`src/rtl/fighter_ctrl.sv`:
```
// Per-player fighter controller: movement, timed attack phases, block/hitstun
// handling, health and sticky KO, all paced by the frame enable tick.
module fighter_ctrl #(
   parameter int SIDE         = 0,
   parameter int START_X      = 210,
   parameter int X_MIN        = 50,
   parameter int X_MAX        = 490,
   parameter int SPEED        = 15,
   parameter int KNOCKBACK    = 4,
   parameter int ATK_STARTUP  = 4,
   parameter int ATK_ACTIVE   = 2,
   parameter int ATK_RECOVERY = 16,
   parameter int HITSTUN      = 12,
   parameter int BLOCKSTUN    = 6,
   parameter int HP_INIT      = 100,
   parameter int DAMAGE       = 10,
   parameter int CNT_W        = 8
) (
   input  logic       clk,
   input  logic       rst,
   input  logic       tick,
   input  logic       left,
   input  logic       right,
   input  logic       attack,
   input  logic       hit_in,
   output logic [9:0] posx,
   output logic [9:0] posy,
   output logic [3:0] state,
   output logic       hitbox_active,
   output logic [7:0] health,
   output logic       ko
);

   typedef enum logic [3:0] {
      S_IDLE        = 4'd0,
      S_FWD         = 4'd1,
      S_BACK        = 4'd2,
      S_ATK_START   = 4'd3,
      S_ATK_ACTIVE  = 4'd4,
      S_ATK_RECOVER = 4'd5,
      S_BLOCKSTUN   = 4'd6,
      S_HITSTUN     = 4'd7,
      S_KO          = 4'd8
   } state_t;

   localparam logic [CNT_W-1:0] START_LAST   = CNT_W'(ATK_STARTUP - 1);
   localparam logic [CNT_W-1:0] ACTIVE_LAST  = CNT_W'(ATK_ACTIVE - 1);
   localparam logic [CNT_W-1:0] RECOVER_LAST = CNT_W'(ATK_RECOVERY - 1);
   localparam logic [CNT_W-1:0] HIT_LAST     = CNT_W'(HITSTUN - 1);
   localparam logic [CNT_W-1:0] BLOCK_LAST   = CNT_W'(BLOCKSTUN - 1);

   localparam logic signed [10:0] FWD_STEP  = (SIDE == 0) ? 11'(SPEED) : -11'(SPEED);
   localparam logic signed [10:0] KB_STEP   = (SIDE == 0) ? -11'(KNOCKBACK) : 11'(KNOCKBACK);
   localparam logic signed [10:0] X_MIN_S   = 11'(X_MIN);
   localparam logic signed [10:0] X_MAX_S   = 11'(X_MAX);
   localparam logic [7:0]         DAMAGE_8  = 8'(DAMAGE);

   state_t           state_q, state_n;
   logic [CNT_W-1:0] cnt_q, cnt_n;
   logic [9:0]       posx_q, posx_n;
   logic [7:0]       health_q, health_n;
   logic [7:0]       dmg_hp;
   logic             back_req, fwd_req;
   logic signed [10:0] step, px_sum;

   // Both directions held counts as backing off (i.e. blocking).
   assign back_req = (left & right) | ((SIDE == 0) ? left : right);
   assign fwd_req  = ~back_req & ((SIDE == 0) ? right : left);
   assign dmg_hp   = (health_q > DAMAGE_8) ? health_q - DAMAGE_8 : 8'd0;

   always_comb begin
      state_n  = state_q;
      cnt_n    = cnt_q;
      health_n = health_q;
      case (state_q)
         S_IDLE, S_FWD, S_BACK: begin
            cnt_n = '0;
            if (hit_in) begin
               if (state_q == S_BACK) begin
                  state_n = S_BLOCKSTUN;
               end else begin
                  health_n = dmg_hp;
                  state_n  = (dmg_hp == 8'd0) ? S_KO : S_HITSTUN;
               end
            end else if (attack) begin
               state_n = S_ATK_START;
            end else if (back_req) begin
               state_n = S_BACK;
            end else if (fwd_req) begin
               state_n = S_FWD;
            end else begin
               state_n = S_IDLE;
            end
         end
         S_ATK_START, S_ATK_ACTIVE, S_ATK_RECOVER, S_HITSTUN: begin
            if (hit_in) begin
               health_n = dmg_hp;
               state_n  = (dmg_hp == 8'd0) ? S_KO : S_HITSTUN;
               cnt_n    = '0;
            end else begin
               cnt_n = cnt_q + 1'b1;
               if (state_q == S_ATK_START && cnt_q == START_LAST) begin
                  state_n = S_ATK_ACTIVE;
                  cnt_n   = '0;
               end else if (state_q == S_ATK_ACTIVE && cnt_q == ACTIVE_LAST) begin
                  state_n = S_ATK_RECOVER;
                  cnt_n   = '0;
               end else if (state_q == S_ATK_RECOVER && cnt_q == RECOVER_LAST) begin
                  state_n = S_IDLE;
                  cnt_n   = '0;
               end else if (state_q == S_HITSTUN && cnt_q == HIT_LAST) begin
                  state_n = S_IDLE;
                  cnt_n   = '0;
               end
            end
         end
         S_BLOCKSTUN: begin
            if (hit_in) begin
               cnt_n = '0;
            end else if (cnt_q == BLOCK_LAST) begin
               state_n = S_IDLE;
               cnt_n   = '0;
            end else begin
               cnt_n = cnt_q + 1'b1;
            end
         end
         S_KO: begin
            state_n = S_KO;
         end
         default: begin
            state_n = S_IDLE;
            cnt_n   = '0;
         end
      endcase
   end

   // Motion follows the state already registered, giving one tick of lag.
   always_comb begin
      step = '0;
      case (state_q)
         S_FWD:     step = FWD_STEP;
         S_BACK:    step = -FWD_STEP;
         S_HITSTUN: step = KB_STEP;
         default:   step = '0;
      endcase
      px_sum = $signed({1'b0, posx_q}) + step;
      if (px_sum < X_MIN_S)      posx_n = 10'(X_MIN);
      else if (px_sum > X_MAX_S) posx_n = 10'(X_MAX);
      else                       posx_n = px_sum[9:0];
   end

   always_ff @(posedge clk or posedge rst) begin
      if (rst) begin
         state_q       <= S_IDLE;
         cnt_q         <= '0;
         posx_q        <= 10'(START_X);
         health_q      <= 8'(HP_INIT);
         hitbox_active <= 1'b0;
         ko            <= 1'b0;
      end else if (tick) begin
         state_q       <= state_n;
         cnt_q         <= cnt_n;
         posx_q        <= posx_n;
         health_q      <= health_n;
         hitbox_active <= (state_n == S_ATK_ACTIVE);
         ko            <= (state_n == S_KO);
      end
   end

   assign state  = state_q;
   assign posx   = posx_q;
   assign posy   = 10'd170;
   assign health = health_q;

endmodule
```
`config.mk`:
```
export PLATFORM = sky130hd
export DESIGN_NAME = fighter_ctrl
export DESIGN_NICKNAME = d
export VERILOG_FILES = /design/src/rtl/fighter_ctrl.sv
export SDC_FILE = /design/constraint.sdc
export NUM_CORES = 1
export LEC_CHECK = 0
export ABC_AREA = 1
export CORE_UTILIZATION = 63
export CTS_CLUSTER_SIZE = 40
export DETAILED_ROUTE_END_ITERATION = 8
export DONT_BUFFER_PORTS = 1
export GPL_TIMING_DRIVEN = 1
export HOLD_SLACK_MARGIN = 0.03
export PLACE_DENSITY_LB_ADDON = 0.12
export SLEW_MARGIN = 10
export SYNTH_ARGS = -nofsm -noshare
export SYNTH_HDL_FRONTEND = slang
export SYNTH_SLANG_ARGS = --single-unit
```
`constraint.sdc`:
```
create_clock -name clk -period 4.97 [get_ports clk]
set_input_delay 0.994 -clock clk [delete_from_list [all_inputs] [get_ports clk]]
set_output_delay 0.994 -clock clk [all_outputs]
set_load 0.02 [all_outputs]
```
==> flow_metrics.env, run 1 <==
export IMPL_die_area_um2=4517
export IMPL_nets=413
export IMPL_grt_pass1_wl_um=9901
export IMPL_drive_above_1_share_pct=12.21
export IMPL_port_buffers=0
export IMPL_syn_cell_area_um2=2679
export IMPL_async_flop_share_pct=100.0
export IMPL_critPathLaunchType="register"
export IMPL_dr_pass1_iters=5
export IMPL_wl_um=6009
export IMPL_htreeDepth=2
export IMPL_core_area_um2=4029
export IMPL_place_hpwl_um=4669
export IMPL_layout_min_cycle_time_ps=3095
export IMPL_numCtsBuffers=5
export IMPL_criticalPathCategory="register to register"
export IMPL_dieWidth_um=67.21
export IMPL_irDropWorstVdd_v=0.0004839
export IMPL_fin_ws_ps=1875
export IMPL_dpl_cell_area_um2=2690
export IMPL_n_antenna_cell=0
export IMPL_die_h_um=67.21
export IMPL_yosysSeqAreaShare_pct=30.22
export IMPL_cts_tree="done"
export IMPL_tightest_slew_ps=632.1
export IMPL_hold_path_class="register to register"
export IMPL_p_leak_uw=0.001461
export IMPL_critical_path_required_ps=5130
export IMPL_seq_area_um2=809.5
export IMPL_fin_skew_ps=8.366
export IMPL_dp_slack_ps=1946
export IMPL_maxCapViolations=0
export IMPL_hold_viol=0
export IMPL_layout_commonest_cell="nand2_1"
export IMPL_drt_first_iter_violations=169
export IMPL_worst_path_max_fanout=6
export IMPL_p_per_area_nw_per_um2=822.4
export IMPL_start_util_pct=66.49
export IMPL_vias_per_cell=5.603
export IMPL_ios=41
export IMPL_avgSynthCellArea_um2=6.886
export IMPL_antenna_left=0
export IMPL_postCtsSetupBuffers=0
export IMPL_grt_max_degree=18
export IMPL_tns_ps=0
export IMPL_gp_congestion=1.019
export IMPL_rows=23
export IMPL_vias=2482
export IMPL_syn_inst=389
export IMPL_cts_resized_gates=0
export IMPL_final_cell_mix="122 x nand2_1, 49 x inv_1, 34 x nand3_1"
export IMPL_cts_clk_slew_worst_paths_ps=80
export IMPL_track_usage_pct=29.25
export IMPL_finalSetupViolations=0
export IMPL_grt_pass1_vias=2242
export IMPL_hold_buffers=0
export IMPL_wl_per_cell_um=13.56
export IMPL_yosysUniqueCellTypes=42
export IMPL_cp_data_arrival_time_ps=3260
export IMPL_multi_input_area_um2=1615
export IMPL_min_period_over_period_pct=62.27
export IMPL_end_kind="register"
export IMPL_syn2layout_area_growth_pct=5.138
export IMPL_clkSinkCount=32
export IMPL_ys_ff_latch=32
export IMPL_rsz0062_at_grt="no"
export IMPL_cts_path_max_buffers=2
export IMPL_drc=0
export IMPL_grt_ovfl_total=0
export IMPL_synth_edff_count=0
export IMPL_clock_latency_ps=290
export IMPL_root_buffer="clkbuf_8"
export IMPL_nFillCells=356
export IMPL_yosysWarnings=0
export IMPL_clock_fmax_mhz=323.1
export IMPL_final_max_slew_viol_count=0
export IMPL_ys_flop_type="dfrtp_1"
export IMPL_status="finished clean"
export IMPL_maxSlewHeadroom_pct=57.81
export IMPL_grt_antenna_before_repair=0
export IMPL_final_area_um2=2816
[logic make-up (layout without fill, tap and decap cells)]
group	Yosys count	in the layout	share of synthesized area, %
compound gates	47	47	11.21
xor+xnor	8	8	2.896
fa+ha+maj	14	14	6.819
buf+inv	65	61	10.60
flops	32	32	30.22
other cells	2	10	0.2803
simple gates	221	221	37.97
[metal layers]
layer | share of wire (%) | vias to the layer above | routed length, um | global-route usage (%)
met5 | 0 | - | 0 | 0
met4 | 1.3 | 0 | 76 | 10.11
met3 | 7.7 | 9 | 461 | 7.432
met2 | 44 | 99 | 2650 | 44.75
met1 | 47 | 1134 | 2820 | 39.83
li1 | - | 1240 | - | -
[through the flow]
| stage | util [%] | cells | hold WS (ps) | power (uW) |
|---|---|---|---|---|
| after floorplan | - | 397 | 499.7 | 1725 |
| after CTS | 69.91 | 443 | 536.0 | 2294 |
| final | 69.91 | 443 | 535.2 | 2316 |
| after global routing | 69.91 | 443 | 564.1 | 2531 |
| after detailed placement | 66.77 | 435 | 524.5 | 2007 |
| after global placement | 66.77 | 435 | 521.8 | 2001 |
[state kept, by name, indices dropped and copies added (netlist names)]
register and count:
cnt_q 8, posx 10, health 8, state 4
ko 1, hitbox_active 1
[where the power goes]
part | internal [uW] | switching (uW) | total (uW)
logic | 503 | 976 | 1480
registers | 359 | 200 | 559
clock network | 177 | 102 | 279
total | 1040 | 1280 | 2320
[synth_stat cells (3+ instances only)]
cell type | instances | area (um^2)
inv_1 | 49 | 183.9
nor3_1 | 5 | 25.02
inv_2 | 3 | 11.26
buf_4 | 10 | 75.07
nand3_1 | 34 | 170.2
dfrtp_1 | 25 | 625.6
xor2_1 | 5 | 43.79
o21ai_0 | 17 | 85.08
a21oi_1 | 8 | 40.04
nand2_1 | 122 | 457.9
nand2_2 | 5 | 31.28
o22ai_1 | 7 | 43.79
o21ai_1 | 4 | 20.02
nand4_1 | 9 | 56.30
nor2_4 | 4 | 45.04
nor2_2 | 5 | 31.28
ha_1 | 13 | 162.7
nor2_1 | 28 | 105.1
dfstp_2 | 7 | 183.9
[worst max-delay path: stages, from the launching register on]
cell and delay [ps]:
dfrtp_1 500, inv_1 200, nand2_1 120, nor3_1 360, inv_1 110, nand2_1 80
ha_1 220, fa_1 210, nand2_1 90, nand3_2 100, nand3_1 100, nand2_1 90
nand2_1 70, nand2_1 100, nand2_1 70, nor2_1 80, nand3_1 70, nand2_1 130
nand2_2 110, nand2_1 90, o21ai_0 70
[layout make-up]
cell class / count / area share, %
multi-input combinational: 300 / 57.35
sequential: 32 / 28.74
inverter: 52 / 6.930
clock buffer: 7 / 3.421
tap: 50 / 2.221
clock inverter: 1 / 1.066
timing repair buffer: 1 / 0.2665
[final timing paths]
| check | startpoint | end | slack [ps] | depth (start not counted) |
|---|---|---|---|---|
| max | state[1]$_DFFE_PP0P_ | posx[0]$_DFFE_PP0P_ | 1880 | 20 |
| min | posx[6]$_DFFE_PP1P_ | posx[6]$_DFFE_PP1P_ | 540 | 2 |
| max reg2reg | state[1]$_DFFE_PP0P_ | posx[0]$_DFFE_PP0P_ | 1880 | 20 |
| min reg2reg | posx[6]$_DFFE_PP1P_ | posx[6]$_DFFE_PP1P_ | 540 | 2 |
| max in group asynchronous | rst | posx[4]$_DFFE_PP1P_ | 3570 | 2 |
| min in group asynchronous | rst | cnt_q[4]$_DFFE_PP0P_ | 670 | 1 |
(Power assumes the default switching activity.)
==> run 2, diff against run 1 <==
--- a/config.mk
+++ b/config.mk
@@ -6,7 +6,7 @@
 export NUM_CORES = 1
 export LEC_CHECK = 0
 export ABC_AREA = 1
-export CORE_UTILIZATION = 63
+export CORE_UTILIZATION = 58
 export CTS_CLUSTER_SIZE = 40
 export DETAILED_ROUTE_END_ITERATION = 8
 export DONT_BUFFER_PORTS = 1
==> constraint.sdc (replaced) <==
create_clock -name clk -period 2.8 [get_ports clk]
set_input_delay 0.56 -clock clk [delete_from_list [all_inputs] [get_ports clk]]
set_output_delay 0.56 -clock clk [all_outputs]
set_load 0.02 [all_outputs]
==> flow_metrics.env, run 2 (synthesis gave the netlist of run 1 again) <==
export IMPL_end_kind="register"
export IMPL_vias=2438
export IMPL_layout_commonest_cell="nand2_1"
export IMPL_cts_path_max_buffers=2
export IMPL_seq_area_um2=812.0
export IMPL_dr_pass1_iters=4
export IMPL_fin_hold_ws_ps=241.3
export IMPL_drive_above_1_share_pct=17.53
export IMPL_criticalPathCategory="register to register"
export IMPL_antenna_left=0
export IMPL_worstReg2RegEnd="posx[3]$_DFFE_PP0P_"
export IMPL_maxCapViolations=0
export IMPL_status="finished clean"
export IMPL_grt_pass1_vias=2275
export IMPL_track_usage_pct=26.48
export IMPL_finalSetupViolations=0
export IMPL_rows=24
export IMPL_cp_data_arrival_time_ps=2810
export IMPL_wl_um=6113
export IMPL_drt_first_iter_violations=174
export IMPL_r2r_slack_ps=170
export IMPL_nets=425
export IMPL_nFillCells=407
export IMPL_ff2ff_path_depth=17
export IMPL_irDropWorstVdd_v=0.001083
export IMPL_tightest_slew_ps=599.9
export IMPL_core_area_um2=4384
export IMPL_min_period_over_period_pct=93.89
export IMPL_final_max_slew_viol_count=0
export IMPL_htreeDepth=2
export IMPL_dp_slack_ps=88.67
export IMPL_syn2layout_area_growth_pct=9.902
export IMPL_grt_ovfl_total=0
export IMPL_p_per_area_nw_per_um2=1420
export IMPL_die_h_um=69.96
export IMPL_gp_congestion=0.9195
export IMPL_tns_ps=0
export IMPL_clkSinkCount=32
export IMPL_layout_min_cycle_time_ps=2629
export IMPL_critical_path_required_ps=2980
export IMPL_n_antenna_cell=0
export IMPL_grt_pass1_wl_um=10350
export IMPL_start_util_pct=61.10
export IMPL_grt_max_degree=33
export IMPL_maxSlewHeadroom_pct=59.67
export IMPL_timing_rr_start="state[2]$_DFFE_PP0P_"
export IMPL_cts_tree="done"
export IMPL_hold_path_class="primary input to asynchronous set/reset pin"
export IMPL_hold_viol=0
export IMPL_final_cell_mix="119 x nand2_1, 48 x inv_1, 34 x nand3_1"
export IMPL_ios=41
export IMPL_startpoint="state[2]$_DFFE_PP0P_"
export IMPL_largest_reg_flops=10
export IMPL_clock_latency_ps=290
export IMPL_numCtsBuffers=5
export IMPL_critPathLaunchType="register"
export IMPL_multi_input_area_um2=1674
export IMPL_clock_fmax_mhz=380.4
export IMPL_worst_path_max_fanout=7
export IMPL_fin_skew_ps=8.657
export IMPL_drc=0
export IMPL_die_area_um2=4894
export IMPL_fin_ws_ps=171.2
export IMPL_dieWidth_um=69.96
export IMPL_p_leak_uw=0.001507
export IMPL_cts_clk_slew_worst_paths_ps=70
export IMPL_grt_antenna_before_repair=0
export IMPL_place_hpwl_um=4770
export IMPL_root_buffer="clkbuf_8"
export IMPL_total_power_uw=4179
export IMPL_endpoint="posx[3]$_DFFE_PP0P_"
export IMPL_rsz0062_at_grt="yes"
export IMPL_fin_cells=457
export IMPL_wl_per_cell_um=13.38
export IMPL_vias_per_cell=5.335
export IMPL_port_buffers=0
export IMPL_placed_cells=445
[run 2: cell count changes in the layout (fill, tap and decap cells not counted), sizes merged]
cell and delta:
clkbuf +1, buf +12, bufinv -1
[run 2: timing repair]
action,4_1_cts,5_1_grt
gates resized for setup,0,16
hold buffers,0,0
hold endpoints to repair,0,0
setup buffers,0,4
endpoints found under the setup margin,0,9
[run 2: stage by stage]
| stage | util, % | instance area (um^2) |
|---|---|---|
| after floorplan | - | 2709 |
| after global placement | 62.79 | 2753 |
| after detailed placement | 62.79 | 2753 |
| after CTS | 65.07 | 2853 |
| after global routing | 67.15 | 2944 |
| final | 67.15 | 2944 |
[run 2: worst min path at each step]
stage	from	end	slack [ps]	cells after the start
after floorplan	cnt_q[7]$_DFFE_PP0P_	cnt_q[7]$_DFFE_PP0P_	500	2
after global placement	cnt_q[0]$_DFFE_PP0P_	cnt_q[0]$_DFFE_PP0P_	530	1
final	rst	health[0]$_DFFE_PP0P_	240	2
after CTS	rst	state[0]$_DFFE_PP0P_	250	2
after global routing	rst	state[0]$_DFFE_PP0P_	270	2
after detailed placement	cnt_q[0]$_DFFE_PP0P_	cnt_q[0]$_DFFE_PP0P_	530	1
[run 2: power by group]
part | internal, uW | total, uW | leakage (uW) | switching [uW]
combinational | 1030 | 2820 | 0.00106 | 1790
clock | 224 | 391 | 0.0000515 | 167
sequential | 641 | 972 | 0.000399 | 331
[run 2: metal layers]
layer / global-route usage (%) / routed length (um) / vias to the layer above
met3: 4.906 / 229 / 8
met5: 0 / 0 / -
li1: - / - / 1265
met4: 9.333 / 93 / 0
met1: 36.10 / 2896 / 1123
met2: 42.09 / 2895 / 42
[run 2: critical path, cell delays in order, from the launching register on]
cell,delay (ps)
dfrtp_2,500
nor2_4,70
nand2_2,140
nand2_1,80
ha_2,200
fa_1,370
nand2_1,110
nand3_2,100
nand3_1,100
nand2_1,80
nand2_1,80
nand2_1,70
a21oi_1,190
nand3_1,120
nor2_2,140
nor2_4,60
nand2_1,70
nand2_1,50
[run 2: area by class of cell]
type	count	area share (%)
timing repair buffer	13	3.315
tap	52	2.210
inverter	52	6.630
clock buffer	8	3.400
sequential	32	27.58
multi-input combinational	300	56.86
